$ cat config.mk
export PLATFORM = sky130hd
export DESIGN_NAME = hazard_fwd_ctrl_flat
export DESIGN_NICKNAME = d
export VERILOG_FILES = /design/src/rtl/hazard_fwd_ctrl_pkg.sv /design/src/rtl/hazard_fwd_ctrl_if.sv /design/src/rtl/hazard_fwd_ctrl_scoreboard.sv /design/src/rtl/hazard_fwd_ctrl.sv /design/src/flat_wrapper.sv
export SDC_FILE = /design/constraint.sdc
export NUM_CORES = 1
export LEC_CHECK = 0
export ABC_CLOCK_PERIOD_IN_PS = 5300
export CAP_MARGIN = 15
export CORE_UTILIZATION = 53
export DETAILED_ROUTE_END_ITERATION = 12
export GPL_ROUTABILITY_DRIVEN = 1
export GPL_TIMING_DRIVEN = 0
export PLACE_DENSITY_LB_ADDON = 0.05
export SETUP_SLACK_MARGIN = 0.3
export SLEW_MARGIN = 5
export SYNTH_ARGS = -nofsm -noshare
export SYNTH_HDL_FRONTEND = slang
export SYNTH_SLANG_ARGS = --single-unit
$ cat constraint.sdc
create_clock -name clk -period 5.3 [get_ports clk]
set_input_delay 1.59 -clock clk [delete_from_list [all_inputs] [get_ports clk]]
set_output_delay 1.59 -clock clk [all_outputs]
set_load 0.02 [all_outputs]
$ cat src/rtl/hazard_fwd_ctrl_pkg.sv
// hazard_pkg: shared types and constants for the hazard/forwarding controller.
//   FWD_* : EX operand mux encodings (00 ID/EX, 01 EX/MEM, 10 MEM/WB)
//   hz_state_t : controller FSM states
//   sb_entry_t : one scoreboard slot {wr, ld, dst}
//   sb_match() : producer/consumer register match, $0 never matches
package hazard_pkg;

  localparam int HZ_ADDR_W = 5;

  localparam logic [1:0] FWD_ID_EX  = 2'b00;
  localparam logic [1:0] FWD_EX_MEM = 2'b01;
  localparam logic [1:0] FWD_MEM_WB = 2'b10;

  typedef enum logic [1:0] {
    RUN   = 2'd0,
    STALL = 2'd1,
    HOLD  = 2'd2
  } hz_state_t;

  typedef struct packed {
    logic                 wr;
    logic                 ld;
    logic [HZ_ADDR_W-1:0] dst;
  } sb_entry_t;

  localparam sb_entry_t SB_INVALID = '{wr: 1'b0, ld: 1'b0, dst: '0};

  function automatic logic sb_match(input sb_entry_t e,
                                    input logic [HZ_ADDR_W-1:0] a,
                                    input logic uses);
    return uses && e.wr && (e.dst == a) && (a != '0);
  endfunction

endpackage

$ cat src/rtl/hazard_fwd_ctrl_if.sv
// hazard_fwd_ctrl_if: ID-stage decode info in, pipeline control out.
//   master : pipeline side (drives id_* and ext_hold, receives controls)
//   slave  : hazard_fwd_ctrl side
interface hazard_fwd_ctrl_if #(
  parameter int ADDR_W = 5,
  parameter int CNT_W  = 16
);
  logic              id_valid;
  logic [ADDR_W-1:0] id_rs_addr;
  logic [ADDR_W-1:0] id_rt_addr;
  logic              id_uses_rs;
  logic              id_uses_rt;
  logic              id_reg_write;
  logic              id_mem_read;
  logic [ADDR_W-1:0] id_dst_addr;
  logic              ext_hold;

  logic              pc_write;
  logic              if_id_write;
  logic              pipe_en;
  logic              id_ex_flush;
  logic [1:0]        fwd_a_sel;
  logic [1:0]        fwd_b_sel;
  logic              wb_byp_a;
  logic              wb_byp_b;
  logic [CNT_W-1:0]  stall_cnt;

  modport master (
    output id_valid, id_rs_addr, id_rt_addr, id_uses_rs, id_uses_rt,
           id_reg_write, id_mem_read, id_dst_addr, ext_hold,
    input  pc_write, if_id_write, pipe_en, id_ex_flush,
           fwd_a_sel, fwd_b_sel, wb_byp_a, wb_byp_b, stall_cnt
  );

  modport slave (
    input  id_valid, id_rs_addr, id_rt_addr, id_uses_rs, id_uses_rt,
           id_reg_write, id_mem_read, id_dst_addr, ext_hold,
    output pc_write, if_id_write, pipe_en, id_ex_flush,
           fwd_a_sel, fwd_b_sel, wb_byp_a, wb_byp_b, stall_cnt
  );
endinterface

$ cat src/rtl/hazard_fwd_ctrl_scoreboard.sv
// hazard_scoreboard: 3-slot shadow of the EX/MEM/WB destinations plus the
// rs/rt comparators against the instruction currently in ID.
//   clk, rst        : clock, synchronous active-high reset
//   i_shift         : advance the pipe (pipe_en)
//   i_issue         : ID instruction enters EX this cycle (else a bubble)
//   i_id_entry      : ID {wr, ld, dst}
//   i_rs/rt_addr    : ID source registers, i_uses_rs/rt qualify them
//   o_ex_ld         : EX slot holds a load
//   o_m_<stage>_<s> : source s matches the producer in <stage>
module hazard_scoreboard
  import hazard_pkg::*;
(
  input  logic                 clk,
  input  logic                 rst,
  input  logic                 i_shift,
  input  logic                 i_issue,
  input  sb_entry_t            i_id_entry,
  input  logic [HZ_ADDR_W-1:0] i_rs_addr,
  input  logic [HZ_ADDR_W-1:0] i_rt_addr,
  input  logic                 i_uses_rs,
  input  logic                 i_uses_rt,
  output logic                 o_ex_ld,
  output logic                 o_m_ex_rs,
  output logic                 o_m_ex_rt,
  output logic                 o_m_mem_rs,
  output logic                 o_m_mem_rt,
  output logic                 o_m_wb_rs,
  output logic                 o_m_wb_rt
);
  sb_entry_t r_ex, r_mem, r_wb;
  sb_entry_t w_id_norm;

  // Writes to $0 are discarded at entry so they can never look like producers.
  always_comb begin
    w_id_norm     = i_id_entry;
    w_id_norm.wr  = i_id_entry.wr && (i_id_entry.dst != '0);
    w_id_norm.ld  = i_id_entry.ld && w_id_norm.wr;
  end

  always_ff @(posedge clk) begin
    if (rst) begin
      r_ex  <= SB_INVALID;
      r_mem <= SB_INVALID;
      r_wb  <= SB_INVALID;
    end else if (i_shift) begin
      r_wb  <= r_mem;
      r_mem <= r_ex;
      r_ex  <= i_issue ? w_id_norm : SB_INVALID;
    end
  end

  assign o_ex_ld    = r_ex.ld;
  assign o_m_ex_rs  = sb_match(r_ex,  i_rs_addr, i_uses_rs);
  assign o_m_ex_rt  = sb_match(r_ex,  i_rt_addr, i_uses_rt);
  assign o_m_mem_rs = sb_match(r_mem, i_rs_addr, i_uses_rs);
  assign o_m_mem_rt = sb_match(r_mem, i_rt_addr, i_uses_rt);
  assign o_m_wb_rs  = sb_match(r_wb,  i_rs_addr, i_uses_rs);
  assign o_m_wb_rt  = sb_match(r_wb,  i_rt_addr, i_uses_rt);

endmodule

$ cat src/rtl/hazard_fwd_ctrl.sv
// hazard_fwd_ctrl: load-use / RAW hazard detection, EX forwarding selects,
// WB->ID bypass and external pipeline hold for the 5-stage MIPS core.
//   clk  : clock, rising edge
//   rst  : synchronous active-high reset (drains bubbles while high)
//   bus  : hazard_fwd_ctrl_if.slave (ID decode info, ext_hold in;
//          pc_write, if_id_write, pipe_en, id_ex_flush, fwd_a/b_sel,
//          wb_byp_a/b, stall_cnt out)
// Build option: HAZARD_FWD_EN enables forwarding and WB bypass; without it
// every RAW dependency on EX/MEM/WB stalls until the producer has retired.
//
// state | meaning
// RUN   | normal issue
// STALL | bubble(s) being inserted for a pending dependency
// HOLD  | whole pipeline frozen by ext_hold
module hazard_fwd_ctrl
  import hazard_pkg::*;
#(
  parameter int ADDR_W = HZ_ADDR_W,
  parameter int CNT_W  = 16
) (
  input logic              clk,
  input logic              rst,
  hazard_fwd_ctrl_if.slave bus
);
  hz_state_t        r_state, w_state_nxt;
  logic [CNT_W-1:0] r_stall_cnt;

  logic [ADDR_W-1:0] w_rs_addr, w_rt_addr;
  sb_entry_t         w_id_entry;
  logic w_ex_ld;
  logic w_m_ex_rs, w_m_ex_rt, w_m_mem_rs, w_m_mem_rt, w_m_wb_rs, w_m_wb_rt;
  logic w_haz, w_issue;
  logic w_pc_write, w_if_id_write, w_pipe_en, w_id_ex_flush;

  assign w_rs_addr  = bus.id_rs_addr;
  assign w_rt_addr  = bus.id_rt_addr;
  assign w_id_entry = '{wr: bus.id_reg_write, ld: bus.id_mem_read, dst: bus.id_dst_addr};

  hazard_scoreboard u_sb (
    .clk        (clk),
    .rst        (rst),
    .i_shift    (w_pipe_en),
    .i_issue    (w_issue),
    .i_id_entry (w_id_entry),
    .i_rs_addr  (w_rs_addr),
    .i_rt_addr  (w_rt_addr),
    .i_uses_rs  (bus.id_uses_rs),
    .i_uses_rt  (bus.id_uses_rt),
    .o_ex_ld    (w_ex_ld),
    .o_m_ex_rs  (w_m_ex_rs),
    .o_m_ex_rt  (w_m_ex_rt),
    .o_m_mem_rs (w_m_mem_rs),
    .o_m_mem_rt (w_m_mem_rt),
    .o_m_wb_rs  (w_m_wb_rs),
    .o_m_wb_rt  (w_m_wb_rt)
  );

`ifdef HAZARD_FWD_EN
  // Only a load still in EX cannot be forwarded in time.
  assign w_haz = bus.id_valid && w_ex_ld && (w_m_ex_rs || w_m_ex_rt);
`else
  assign w_haz = bus.id_valid && (w_m_ex_rs || w_m_ex_rt || w_m_mem_rs ||
                                  w_m_mem_rt || w_m_wb_rs || w_m_wb_rt);
  logic w_unused_nofwd;
  assign w_unused_nofwd = w_ex_ld;
`endif

  assign w_issue = bus.id_valid && !w_haz;

  always_ff @(posedge clk) begin
    if (rst) r_state <= RUN;
    else     r_state <= w_state_nxt;
  end

  always_comb begin
    w_state_nxt = r_state;
    if (bus.ext_hold) begin
      w_state_nxt = HOLD;
    end else begin
      case (r_state)
        RUN:     if (w_haz)  w_state_nxt = STALL;
        STALL:   if (!w_haz) w_state_nxt = RUN;
        HOLD:    w_state_nxt = w_haz ? STALL : RUN;
        default: w_state_nxt = RUN;
      endcase
    end
  end

  // The release cycle (state HOLD, ext_hold low) is still frozen; the
  // pending hazard is re-evaluated from STALL on the following cycle.
  always_comb begin
    w_pc_write    = 1'b1;
    w_if_id_write = 1'b1;
    w_pipe_en     = 1'b1;
    w_id_ex_flush = 1'b0;
    if (rst) begin
      w_pc_write    = 1'b0;
      w_if_id_write = 1'b0;
      w_id_ex_flush = 1'b1;
    end else if (r_state == HOLD || bus.ext_hold) begin
      w_pc_write    = 1'b0;
      w_if_id_write = 1'b0;
      w_pipe_en     = 1'b0;
    end else if (w_haz) begin
      w_pc_write    = 1'b0;
      w_if_id_write = 1'b0;
      w_id_ex_flush = 1'b1;
    end
  end

  always_ff @(posedge clk) begin
    if (rst)
      r_stall_cnt <= '0;
    else if (w_id_ex_flush && (r_stall_cnt != {CNT_W{1'b1}}))
      r_stall_cnt <= r_stall_cnt + 1'b1;
  end

`ifdef HAZARD_FWD_EN
  logic [1:0] r_fwd_a_sel, r_fwd_b_sel;

  // Selects are for the instruction moving ID->EX: its producer now in EX
  // will sit in EX/MEM, one in MEM will sit in MEM/WB. Youngest wins.
  always_ff @(posedge clk) begin
    if (rst) begin
      r_fwd_a_sel <= FWD_ID_EX;
      r_fwd_b_sel <= FWD_ID_EX;
    end else if (w_pipe_en) begin
      if (w_issue) begin
        r_fwd_a_sel <= w_m_ex_rs ? FWD_EX_MEM : (w_m_mem_rs ? FWD_MEM_WB : FWD_ID_EX);
        r_fwd_b_sel <= w_m_ex_rt ? FWD_EX_MEM : (w_m_mem_rt ? FWD_MEM_WB : FWD_ID_EX);
      end else begin
        r_fwd_a_sel <= FWD_ID_EX;
        r_fwd_b_sel <= FWD_ID_EX;
      end
    end
  end

  assign bus.fwd_a_sel = r_fwd_a_sel;
  assign bus.fwd_b_sel = r_fwd_b_sel;
  assign bus.wb_byp_a  = bus.id_valid && w_m_wb_rs;
  assign bus.wb_byp_b  = bus.id_valid && w_m_wb_rt;
`else
  assign bus.fwd_a_sel = FWD_ID_EX;
  assign bus.fwd_b_sel = FWD_ID_EX;
  assign bus.wb_byp_a  = 1'b0;
  assign bus.wb_byp_b  = 1'b0;
`endif

  assign bus.pc_write    = w_pc_write;
  assign bus.if_id_write = w_if_id_write;
  assign bus.pipe_en     = w_pipe_en;
  assign bus.id_ex_flush = w_id_ex_flush;
  assign bus.stall_cnt   = r_stall_cnt;

endmodule

$ cat src/flat_wrapper.sv
// flat-port wrapper written by rule: the top's interface ports become plain ports
module hazard_fwd_ctrl_flat import hazard_pkg::*;
#(
  parameter int ADDR_W = HZ_ADDR_W,
  parameter int CNT_W  = 16
)
  (clk, rst, bus_id_valid, bus_id_rs_addr, bus_id_rt_addr, bus_id_uses_rs, bus_id_uses_rt, bus_id_reg_write, bus_id_mem_read, bus_id_dst_addr, bus_ext_hold, bus_pc_write, bus_if_id_write, bus_pipe_en, bus_id_ex_flush, bus_fwd_a_sel, bus_fwd_b_sel, bus_wb_byp_a, bus_wb_byp_b, bus_stall_cnt);
  hazard_fwd_ctrl_if #(.ADDR_W(ADDR_W), .CNT_W(CNT_W)) bus_i ();
  input logic clk;
  input logic rst;
  input wire logic [$bits(bus_i.id_valid)-1:0] bus_id_valid;
  input wire logic [$bits(bus_i.id_rs_addr)-1:0] bus_id_rs_addr;
  input wire logic [$bits(bus_i.id_rt_addr)-1:0] bus_id_rt_addr;
  input wire logic [$bits(bus_i.id_uses_rs)-1:0] bus_id_uses_rs;
  input wire logic [$bits(bus_i.id_uses_rt)-1:0] bus_id_uses_rt;
  input wire logic [$bits(bus_i.id_reg_write)-1:0] bus_id_reg_write;
  input wire logic [$bits(bus_i.id_mem_read)-1:0] bus_id_mem_read;
  input wire logic [$bits(bus_i.id_dst_addr)-1:0] bus_id_dst_addr;
  input wire logic [$bits(bus_i.ext_hold)-1:0] bus_ext_hold;
  output wire logic [$bits(bus_i.pc_write)-1:0] bus_pc_write;
  output wire logic [$bits(bus_i.if_id_write)-1:0] bus_if_id_write;
  output wire logic [$bits(bus_i.pipe_en)-1:0] bus_pipe_en;
  output wire logic [$bits(bus_i.id_ex_flush)-1:0] bus_id_ex_flush;
  output wire logic [$bits(bus_i.fwd_a_sel)-1:0] bus_fwd_a_sel;
  output wire logic [$bits(bus_i.fwd_b_sel)-1:0] bus_fwd_b_sel;
  output wire logic [$bits(bus_i.wb_byp_a)-1:0] bus_wb_byp_a;
  output wire logic [$bits(bus_i.wb_byp_b)-1:0] bus_wb_byp_b;
  output wire logic [$bits(bus_i.stall_cnt)-1:0] bus_stall_cnt;
  assign bus_i.id_valid = bus_id_valid;
  assign bus_i.id_rs_addr = bus_id_rs_addr;
  assign bus_i.id_rt_addr = bus_id_rt_addr;
  assign bus_i.id_uses_rs = bus_id_uses_rs;
  assign bus_i.id_uses_rt = bus_id_uses_rt;
  assign bus_i.id_reg_write = bus_id_reg_write;
  assign bus_i.id_mem_read = bus_id_mem_read;
  assign bus_i.id_dst_addr = bus_id_dst_addr;
  assign bus_i.ext_hold = bus_ext_hold;
  assign bus_pc_write = bus_i.pc_write;
  assign bus_if_id_write = bus_i.if_id_write;
  assign bus_pipe_en = bus_i.pipe_en;
  assign bus_id_ex_flush = bus_i.id_ex_flush;
  assign bus_fwd_a_sel = bus_i.fwd_a_sel;
  assign bus_fwd_b_sel = bus_i.fwd_b_sel;
  assign bus_wb_byp_a = bus_i.wb_byp_a;
  assign bus_wb_byp_b = bus_i.wb_byp_b;
  assign bus_stall_cnt = bus_i.stall_cnt;
  hazard_fwd_ctrl #(.ADDR_W(ADDR_W), .CNT_W(CNT_W)) u_core (.clk(clk), .rst(rst), .bus(bus_i));
endmodule
Word level (Yosys, flattened, before mapping)
Index checks and enable logic that the tools add are counted.
- register bits: 36
- output and inout port bits: 26
- logic and storage cells: 74
- add/sub/neg operators: 1
- equality and inequality tests: 13
- multiplexer cells: 14
- reductions and logical operators: 37
- operator list (cell ; count):
    5-bit equality test ; 6
    1-bit logical AND ; 23
    16-bit by 1-bit adder with 16-bit output, second input constant ; 1
    16-bit != test, second input constant ; 1
    5-bit nonzero test ; 3
    1-bit two-way mux ; 9
    7-bit two-way mux ; 1
    1-bit logical OR ; 6
    2-bit two-way mux ; 3
    2-bit case mux with 3 select lines ; 1
    2-bit AND reduction ; 2
    3-bit by 2-bit != test with 1-bit output, second input constant ; 1
    3-bit != test, second input constant ; 1
    2-bit by 1-bit equality test with 1-bit output, second input constant ; 1
    2-bit equality test, second input constant ; 1
    2-bit zero test ; 1
    2-bit by 1-bit != test with 1-bit output, second input constant ; 1
    2-bit != test, second input constant ; 1
    2-bit OR reduction ; 1
    1-bit zero test ; 1

Logic depth before layout (Yosys ltp)
Gate-level depths: netlist of the first run.
- depth in word-level cells: 13
- mapped depth: 9
- mapped depth without buffers: 8

Modules after synthesis
A second synthesis of the first run with hierarchy kept.
- cell total of the unflattened synthesis: 244
- area, all modules: 2188.3 um^2
- modules (own cells, without submodules) (module ; times used ; cells each ; area an instance (um^2) ; sequential area each (um^2)):
    hazard_fwd_ctrl ; 1 ; 123 ; 1102.3 ; 360.3
    hazard_scoreboard ; 1 ; 121 ; 1086.0 ; 380.4

Worst setup path before layout of the first run
No wires, ideal clock.
- path type: in2out
- start: input port bus_id_rs_addr[0]
- end: output port bus_id_ex_flush
- arrival time: 3018 ps
- required time: 3710 ps
- path slack: 692 ps
- stages: 8
- path buffers: 2
- cells stage by stage: or4_1 -> o21ai_0 -> nor3_1 -> o31ai_1 -> and2_1 -> buf_6 -> buf_2 -> nand2_1
- cells in the longest elaborated chain, start to end: 12
- elaborated cells between the ends (all ways): 19
- RTL lines (item ; line ; RTL):
    start, declared ; flat_wrapper.sv:12 ; input wire logic [$bits(bus_i.id_rs_addr)-1:0] bus_id_rs_addr;
    5-bit equality test ; hazard_fwd_ctrl_pkg.sv:31 ; return uses && e.wr && (e.dst == a) && (a != '0);
    1-bit logical AND (2 in a row) ; hazard_fwd_ctrl_pkg.sv:31 ;
    1-bit logical OR (3 in a row) ; hazard_fwd_ctrl.sv:62 ; assign w_haz = bus.id_valid && (w_m_ex_rs || w_m_ex_rt || w_m_mem_rs ||
    1-bit logical OR * (2 in a row) ; hazard_fwd_ctrl.sv:63 ; w_m_mem_rt || w_m_wb_rs || w_m_wb_rt);
    1-bit logical AND * ; hazard_fwd_ctrl.sv:62 ;
    1-bit two-way mux * ; hazard_fwd_ctrl.sv:104 ; end else if (w_haz) begin
    1-bit two-way mux * ; hazard_fwd_ctrl.sv:100 ; end else if (r_state == HOLD || bus.ext_hold) begin
    1-bit two-way mux * ; hazard_fwd_ctrl.sv:96 ; if (rst) begin
    end, declared ; flat_wrapper.sv:23 ; output wire logic [$bits(bus_i.id_ex_flush)-1:0] bus_id_ex_flush;
Every way passes the cells marked *; elsewhere a longest branch is shown, timed or not.

Worst setup path after layout of the first run
- start: input port bus_id_rt_addr[2]
- end: output port bus_id_ex_flush
- cells in the longest elaborated chain, start to end: 12
- elaborated cells between the ends (all ways): 19
- RTL lines (item ; line ; RTL):
    start, declared ; flat_wrapper.sv:13 ; input wire logic [$bits(bus_i.id_rt_addr)-1:0] bus_id_rt_addr;
    5-bit equality test ; hazard_fwd_ctrl_pkg.sv:31 ;
    1-bit logical AND (2 in a row) ; hazard_fwd_ctrl_pkg.sv:31 ;
    1-bit logical OR (3 in a row) ; hazard_fwd_ctrl.sv:62 ;
    1-bit logical OR ; hazard_fwd_ctrl.sv:63 ;
    1-bit logical OR * ; hazard_fwd_ctrl.sv:63 ;
    1-bit logical AND * ; hazard_fwd_ctrl.sv:62 ;
    1-bit two-way mux * ; hazard_fwd_ctrl.sv:104 ;
    1-bit two-way mux * ; hazard_fwd_ctrl.sv:100 ;
    1-bit two-way mux * ; hazard_fwd_ctrl.sv:96 ;
Marks and branches as above.

==> results of run 1 <==
==> cell usage in the layout, fill, tap and decap left out, types with 2 or more instances in the layout <==
cell type         n
nand2_1          35
a21oi_1          22
o31ai_1           8
xor2_1           24
and2_1            3
conb_1            6
nor4_2            3
a22o_1            5
clkbuf_2          4
clkdlybuf4s50_1  27
xnor2_1           6
nor3_1            5
clkbuf_1          5
inv_1             7
buf_2             6
nor2b_1           6
mux2_2            5
nor4_1            5
and3_1           12
nand3_1          10
or4_1             8
nor2_1           14
nand4_1           2
clkbuf_8          7
dfxtp_1          36
buf_4            12
clkdlybuf4s15_2   4
==> through the flow <==
step                      hold WS, ns  power, uW  worst slack, ns
final                          0.4500      558.6           0.2880
after global routing           0.4710      580.6           0.2163
after CTS                      0.4517      562.3           0.2672
after detailed placement       0.4415      351.6          -0.5694
after global placement         0.4351      350.4          -0.5470
after floorplan                0.4233      319.5           0.6918
==> layer usage <==
layer  vias up  global-route usage (%)
li1        981                       -
met1       892                   35.35
met2        61                   39.76
met3         8                   5.072
met4         0                   6.818
met5         -                       0
==> timing repair <==
item,4_1_cts,5_1_grt
buffers inserted,4,1
resized for setup,44,14
setup endpoints to repair,3,3
pin swaps,9,10
==> report_power, final <==
| part | internal (uW) | switching, uW | total (uW) | leakage (uW) |
|---|---|---|---|---|
| sequential | 274 | 4.30 | 278 | 0.000291 |
| combinational | 30.1 | 37.5 | 67.6 | 0.000717 |
| clock | 116 | 97.3 | 213 | 0.0000503 |
| total | 420 | 139 | 559 | 0.00106 |
==> cells by family after synthesis <==
kind of cell / after synthesis / share of synthesized area, %
AO/OA/AOI/OAI: 46 / 14.85
adder cells (fa/ha/maj): 1 / 0.6210
buffers and inverters: 23 / 6.087
AND/OR/NAND/NOR: 104 / 26.15
multiplexers: 6 / 3.292
XOR/XNOR: 30 / 13.04
other: 1 / 0.1862
flip-flops: 36 / 35.78
==> how the worst max path moves through the flow <==
stage / start / endpoint / slack [ns]
6_report: bus_id_rt_addr[2] / bus_id_ex_flush / 0.29
5_1_grt: bus_id_rs_addr[0] / bus_id_ex_flush / 0.22
4_1_cts: bus_id_rs_addr[1] / bus_id_ex_flush / 0.27
3_5_place_dp: bus_id_rt_addr[0] / bus_id_ex_flush / -0.57
3_3_place_gp: bus_id_rs_addr[1] / bus_id_ex_flush / -0.55
2_1_floorplan: bus_id_rs_addr[0] / bus_id_ex_flush / 0.69
==> sequential cells by signal, indices dropped and copies added, names as in the netlist <==
register and count:
u_core.bus.stall_cnt 16, u_core.r_state 2, u_core.u_sb.r_ex 6, u_core.u_sb.r_mem 6
u_core.u_sb.r_wb 6
==> area by class of cell <==
cell class	instances	area [sq um]	share of cell area, %
multi-input cells	193	1232	46.68
repair buffers	45	397.9	15.07
clock buffers	7	96.34	3.649
plain buffers	16	106.4	4.028
flip-flops and latches	36	720.7	27.30
inverters	7	26.28	0.9953
well taps	48	60.06	2.275
==> impl_results.md, run 1 <==
* Outcome: finished clean
* Vias post-DR at 1,942
* Synth cell types at 36
* Sequential share of the synthesized area at 35.78%
* Diode count at 0
* Die Footprint at 0.004051 sq mm
* Final Instance Area at 0.002640 sq mm
* Cell Rows at 22
* Max layer used: met4
* Slowest cell on crit path: o31ai_2
* MaxCap Viol Count at 0
* Top-count cell post-synth: dfxtp_1
* Vias in the first global route at 1,747
* Worst r2r src: u_core.u_sb.r_mem[2]
* Final Net Count at 328
* Worst path cell trace: clkdlybuf4s15_2, xor2_1, nor4_2, and3_1, buf_4, o31ai_2, and2_1, buf_6, buf_8, nand2_1, buf_2
* Total wire length at 4828 microns
* I/O Buffers at 40
* Worst reg2reg endpoint: u_core.bus.stall_cnt[5]
* CP Depth at 11
* Top post-synthesis cells by area: dfxtp_1 36%, xor2_1 10%, nand2_1 6.5%
* Residual DRC at 0
* Critical Path Max Stage Delay at 0.30 ns
* Sink Count at 36
* Placed insts at 340
* Largest net degree at the start of global routing at 11
* Post-route clock skew at 0.007135 ns
* CP max FO at 10
* Worst hold path startpoint: u_core.r_state[0]
* WL met2 at 2202 microns
* Area growth from synthesis to layout at 31.06%
* Placed Area at 0.002494 sq mm
* Global-route wire length before repair at 8024 microns
* Clock Root Buffer: clkbuf_8
* Top cell type's share of synthesized area at 35.78%
* Vias/cell at 5.517
* Crit start category: primary input
* CORE AREA at 0.003661 sq mm
* Post-layout util at 72.11%
* Hold-fix buffers at CTS at 0
* Antenna violations before repair at 0
* Flop-to-flop setup slack at 2.98 ns
* Delay-heaviest family, CP: buffers and inverters
* FF+latch count, synth at 36
* Hold Fails Final Rpt at 0
* Ys flop type: dfxtp_1
* Pin slew with the least headroom to its limit at 0.5334 ns
* Met3 routed wirelength at 247 microns
* Initial Utilization at 55.02%
* GR Util All Layers at 25.44%
* Max Fclk at 199.5 MHz
* EDFF count, synth at 0
* Hold Crit Class: reg -> reg
* Worst R2R Path Depth at 9
* CTS tree: yes
* Leading cell types by count after synthesis: 36 x dfxtp_1, 35 x nand2_1, 24 x xor2_1
* Gpl congestion at 0.9232
* Die height at 63.65 microns
* CP endpoint kind: output port
* Clock slew at reported path FFs at 0.07 ns
* Die Width at 63.65 microns
* Power Density at 211.6 mW/mm^2
* Max VDD drop at 0.1558 mV
* Worst Path Required at 3.71 ns
* Ys async rst share at 0%
* Max H-tree Level at 2
* Leak Pwr at 0.001058 uW
* Remaining antenna violation count after routing at 0
* WS Path Type: in -> out
* Congestion Overflow GR at 0
* Avg Cell Area, Syn at 8.156 sq um
* RSZ-0062 raised after global routing: true
* Count of final setup violators at 0
* Total iterations of the first detailed-routing run at 5
* CP Data Arrival Time at 3.42 ns
* Hpwl dp at 3570 microns
* Synth Cell Area at 0.002014 sq mm
* Yosys warns at 0
* Slew Viols, Final at 0
* Hold Crit Depth at 1
* DRT iter0 DRCs at 162
* Routed WL per cell at 13.72 microns
* IO Count at 49
* Worst rel slew slack at 64.14%
* WHS Endpoint: u_core.r_state[0]
* Post-layout min period at 5.012 ns
* M1 WL at 2309 microns
* Setup TNS at 0 ns
* Post-route insts no fill at 352
* Worst Path Buf+Inv at 5
* # fillers at 310
* Post-synth top area cell: dfxtp_1
* Share of cells above drive strength 1 at 15.79%
* Worst-skew pair later-pin latency at 0.29 ns
* Period Utilization, post-route at 94.57%
* Mapped Cells at 247
* Clock Path Buffers at 2
* TritonCTS Buffers at 5
Power figures use the tool's default switching activity.
==> run 2, diff against run 1 <==
SLEW_MARGIN = 15   (was 5)
==> results of run 2 <==
Final layout, timing and power as in run 1 (identical DEF).
==> run 3, diff against run 2 <==
CORE_UTILIZATION = 50   (was 53)
CTS_BUF_LIST = sky130_fd_sc_hd__clkbuf_2 sky130_fd_sc_hd__clkbuf_4 sky130_fd_sc_hd__clkbuf_8   (was not set)
REMOVE_ABC_BUFFERS = 1   (was not set)
==> run 3 against run 2 <==
Final area decreased by 1.9%. Count of clock-buffer cells in the layout is 2 lower. Via count shrank 0.82%. Total power up 5.2%. Critical path type unchanged. Largest cell class unchanged. Largest power group unchanged.
==> impl_results.md, run 3 (synthesis results as in run 1) <==
* Cell Rows at 22 (unchanged)
* CP Data Arrival Time at 3.35 ns (-0.07 ns)
* Sink Count at 36 (unchanged)
* Die Width at 65.48 microns (+2.9%)
* WHS Endpoint: u_core.r_state[0]
* Setup WS post-layout at 0.3630 ns (+0.07503 ns)
* Residual DRC at 0 (unchanged)
* Post-route clock skew at 0.002779 ns (-0.004357 ns)
* Global-route wire length before repair at 7824 microns (-2.5%)
* Pre-CTS worst setup slack at -0.6098 ns (-0.04045 ns)
* Max Fclk at 202.6 MHz (+1.5%)
* DRT iter0 DRCs at 151 (-6.8%)
* Final Net Count at 315 (-4.0%)
* Count of final setup violators at 0 (unchanged)
* Most common cell after layout, fill and taps aside: dfxtp_1
* IO Count at 49 (unchanged)
* Hold Crit Class: reg -> reg
* Leak Pwr at 0.001024 uW (-3.2%)
* I/O Buffers at 41 (+2.5%)
* Worst rel slew slack at 37.76% (-26 points)
* Worst r2r src: u_core.bus.stall_cnt[6]
* WL met2 at 2165 microns (-1.7%)
* Routed WL per cell at 14.42 microns (+5.2%)
* GR Util All Layers at 24.28% (-1.2 points)
* Worst reg2reg endpoint: u_core.bus.stall_cnt[0]
* Period Utilization, post-route at 93.15% (-1.4 points)
* Total iterations of the first detailed-routing run at 4 (-1)
* RSZ-0062 raised after global routing: false
* Vias in the first global route at 1,649 (-5.6%)
* MaxCap Viol Count at 0 (unchanged)
* Die height at 65.48 microns (+2.9%)
* Placed insts at 325 (-4.4%)
* M1 WL at 2325 microns (+0.69%)
* TritonCTS Buffers at 5 (unchanged)
* Clock Root Buffer: clkbuf_8
* Max layer used: met4
* Share of cells above drive strength 1 at 12.33% (-3.5 points)
* Worst hold path startpoint: u_core.r_state[0]
* Initial Utilization at 53.42% (-1.6 points)
* Antenna violations before repair at 0 (unchanged)
* Power Density at 227.1 mW/mm^2 (+7.3%)
* Vias/cell at 5.665 (+2.7%)
* Critical Path Max Stage Delay at 0.57 ns (+0.27 ns)
* Met3 routed wirelength at 297 microns (+20%)
* Hpwl dp at 3322 microns (-7.0%)
* Worst-skew pair later-pin latency at 0.29 ns (about the same)
* WS Path Type: in -> out
* Worst R2R Path Depth at 7 (-2)
* Gpl congestion at 0.8117 (-12%)
* Remaining antenna violation count after routing at 0 (unchanged)
* Largest net degree at the start of global routing at 38 (+27)
* Slew Viols, Final at 0 (unchanged)
* Slowest cell on crit path: or4_1
* Clock slew at reported path FFs at 0.07 ns (about the same)
* Worst Path Buf+Inv at 3 (-2)
* Max H-tree Level at 2 (unchanged)
* Outcome: finished clean
* Hold Crit Depth at 1 (unchanged)
* Flop-to-flop setup slack at 2.78 ns (-0.20 ns)
* Crit start category: primary input
* CP endpoint kind: output port
* Max VDD drop at 0.1262 mV (-19%)
* Delay-heaviest family, CP: simple AND/OR/NAND/NOR gates
* Tot Pwr at 587.8 uW (+5.2%)
* Pin slew with the least headroom to its limit at 0.9301 ns (+0.3967 ns)
* Most frequent cells in the layout: 36 x dfxtp_1, 34 x nand2_1, 27 x clkdlybuf4s50_1
* Worst Path Required at 3.71 ns (about the same)
* CTS tree: yes
* Area growth from synthesis to layout at 28.51%
* CORE AREA at 0.003771 sq mm (+3.0%)
* Post-route insts no fill at 340 (-3.4%)
* Max reg flops at 16 (unchanged)
* Diode count at 0 (unchanged)
* Die Footprint at 0.004287 sq mm (+5.8%)
* Post-layout min period at 4.937 ns (-0.07503 ns)
* Worst path cell trace: dlygate4sd2_1, or4_1, o21ai_2, buf_4, o22ai_2, nand2_2, and3_1, buf_2
* Hold Fails Final Rpt at 0 (unchanged)
* Total wire length at 4904 microns (+1.6%)
* Clock Path Buffers at 2 (unchanged)
* CP max FO at 4 (-6)
* Congestion Overflow GR at 0 (unchanged)
* Vias post-DR at 1,926 (-0.82%)
* CP Depth at 8 (-3)
* Hold-fix buffers at CTS at 0 (unchanged)
==> run 3: how the worst max path moves through the flow <==
stage          slack [ns]              start         endpoint
6_report             0.36  bus_id_rt_addr[0]  bus_if_id_write
3_5_place_dp        -0.61  bus_id_rt_addr[0]  bus_id_ex_flush
3_3_place_gp        -0.59  bus_id_rt_addr[1]  bus_id_ex_flush
2_1_floorplan        0.66  bus_id_rs_addr[0]  bus_id_ex_flush
4_1_cts              0.31  bus_id_rt_addr[0]  bus_id_ex_flush
5_1_grt              0.29  bus_id_rs_addr[1]  bus_if_id_write
==> run 3: power breakdown <==
group          internal [uW]  switching (uW)  leakage (uW)
registers                273            4.54      0.000291
clock network            139             105     0.0000541
logic                   28.7            36.7      0.000679
total                    441             146       0.00102
==> run 3: layout make-up <==
| class | instances | area (sq um) |
|---|---|---|
| Fill cell | 323 | 1182 |
| Tap cell | 48 | 60.06 |
| Clock inverter | 3 | 42.54 |
| Timing Repair Buffer | 48 | 436.7 |
| Sequential cell | 36 | 720.7 |
| Inverter | 7 | 26.28 |
| Multi-Input combinational cell | 193 | 1234 |
| Clock buffer | 5 | 68.82 |
==> run 3: per-stage QoR <==
stage / area (sq um) / hold slack [ns] / setup TNS, ns / utilization [%]
global route: 2589 / 0.4652 / 0 / 68.65
finish: 2589 / 0.4573 / 0 / 68.65
CTS: 2535 / 0.4582 / 0 / 67.22
detailed placement: 2402 / 0.4533 / -1.517 / 63.70
floorplan: 1937 / 0.4233 / 0 / -
global placement: 2407 / 0.4391 / -1.595 / 63.84
==> run 3: timing repair <==
item,in CTS,in global routing
resized for setup,32,7
setup endpoints to repair,4,4
pin swaps,8,4
setup buffers,2,5
==> run 3: routing by layer <==
metal	GRT usage (%)	vias to the layer above
met5	0	-
met4	12.23	0
met3	6.597	12
met2	36.21	63
met1	31.91	889
li1	-	962
==> run 3: worst register-to-register path: cells and delay by family (launching register included) <==
kind / cells / cell delay (ns)
flops: 1 / 0.41
simple gates: 6 / 1.70
mux: 1 / 0.31
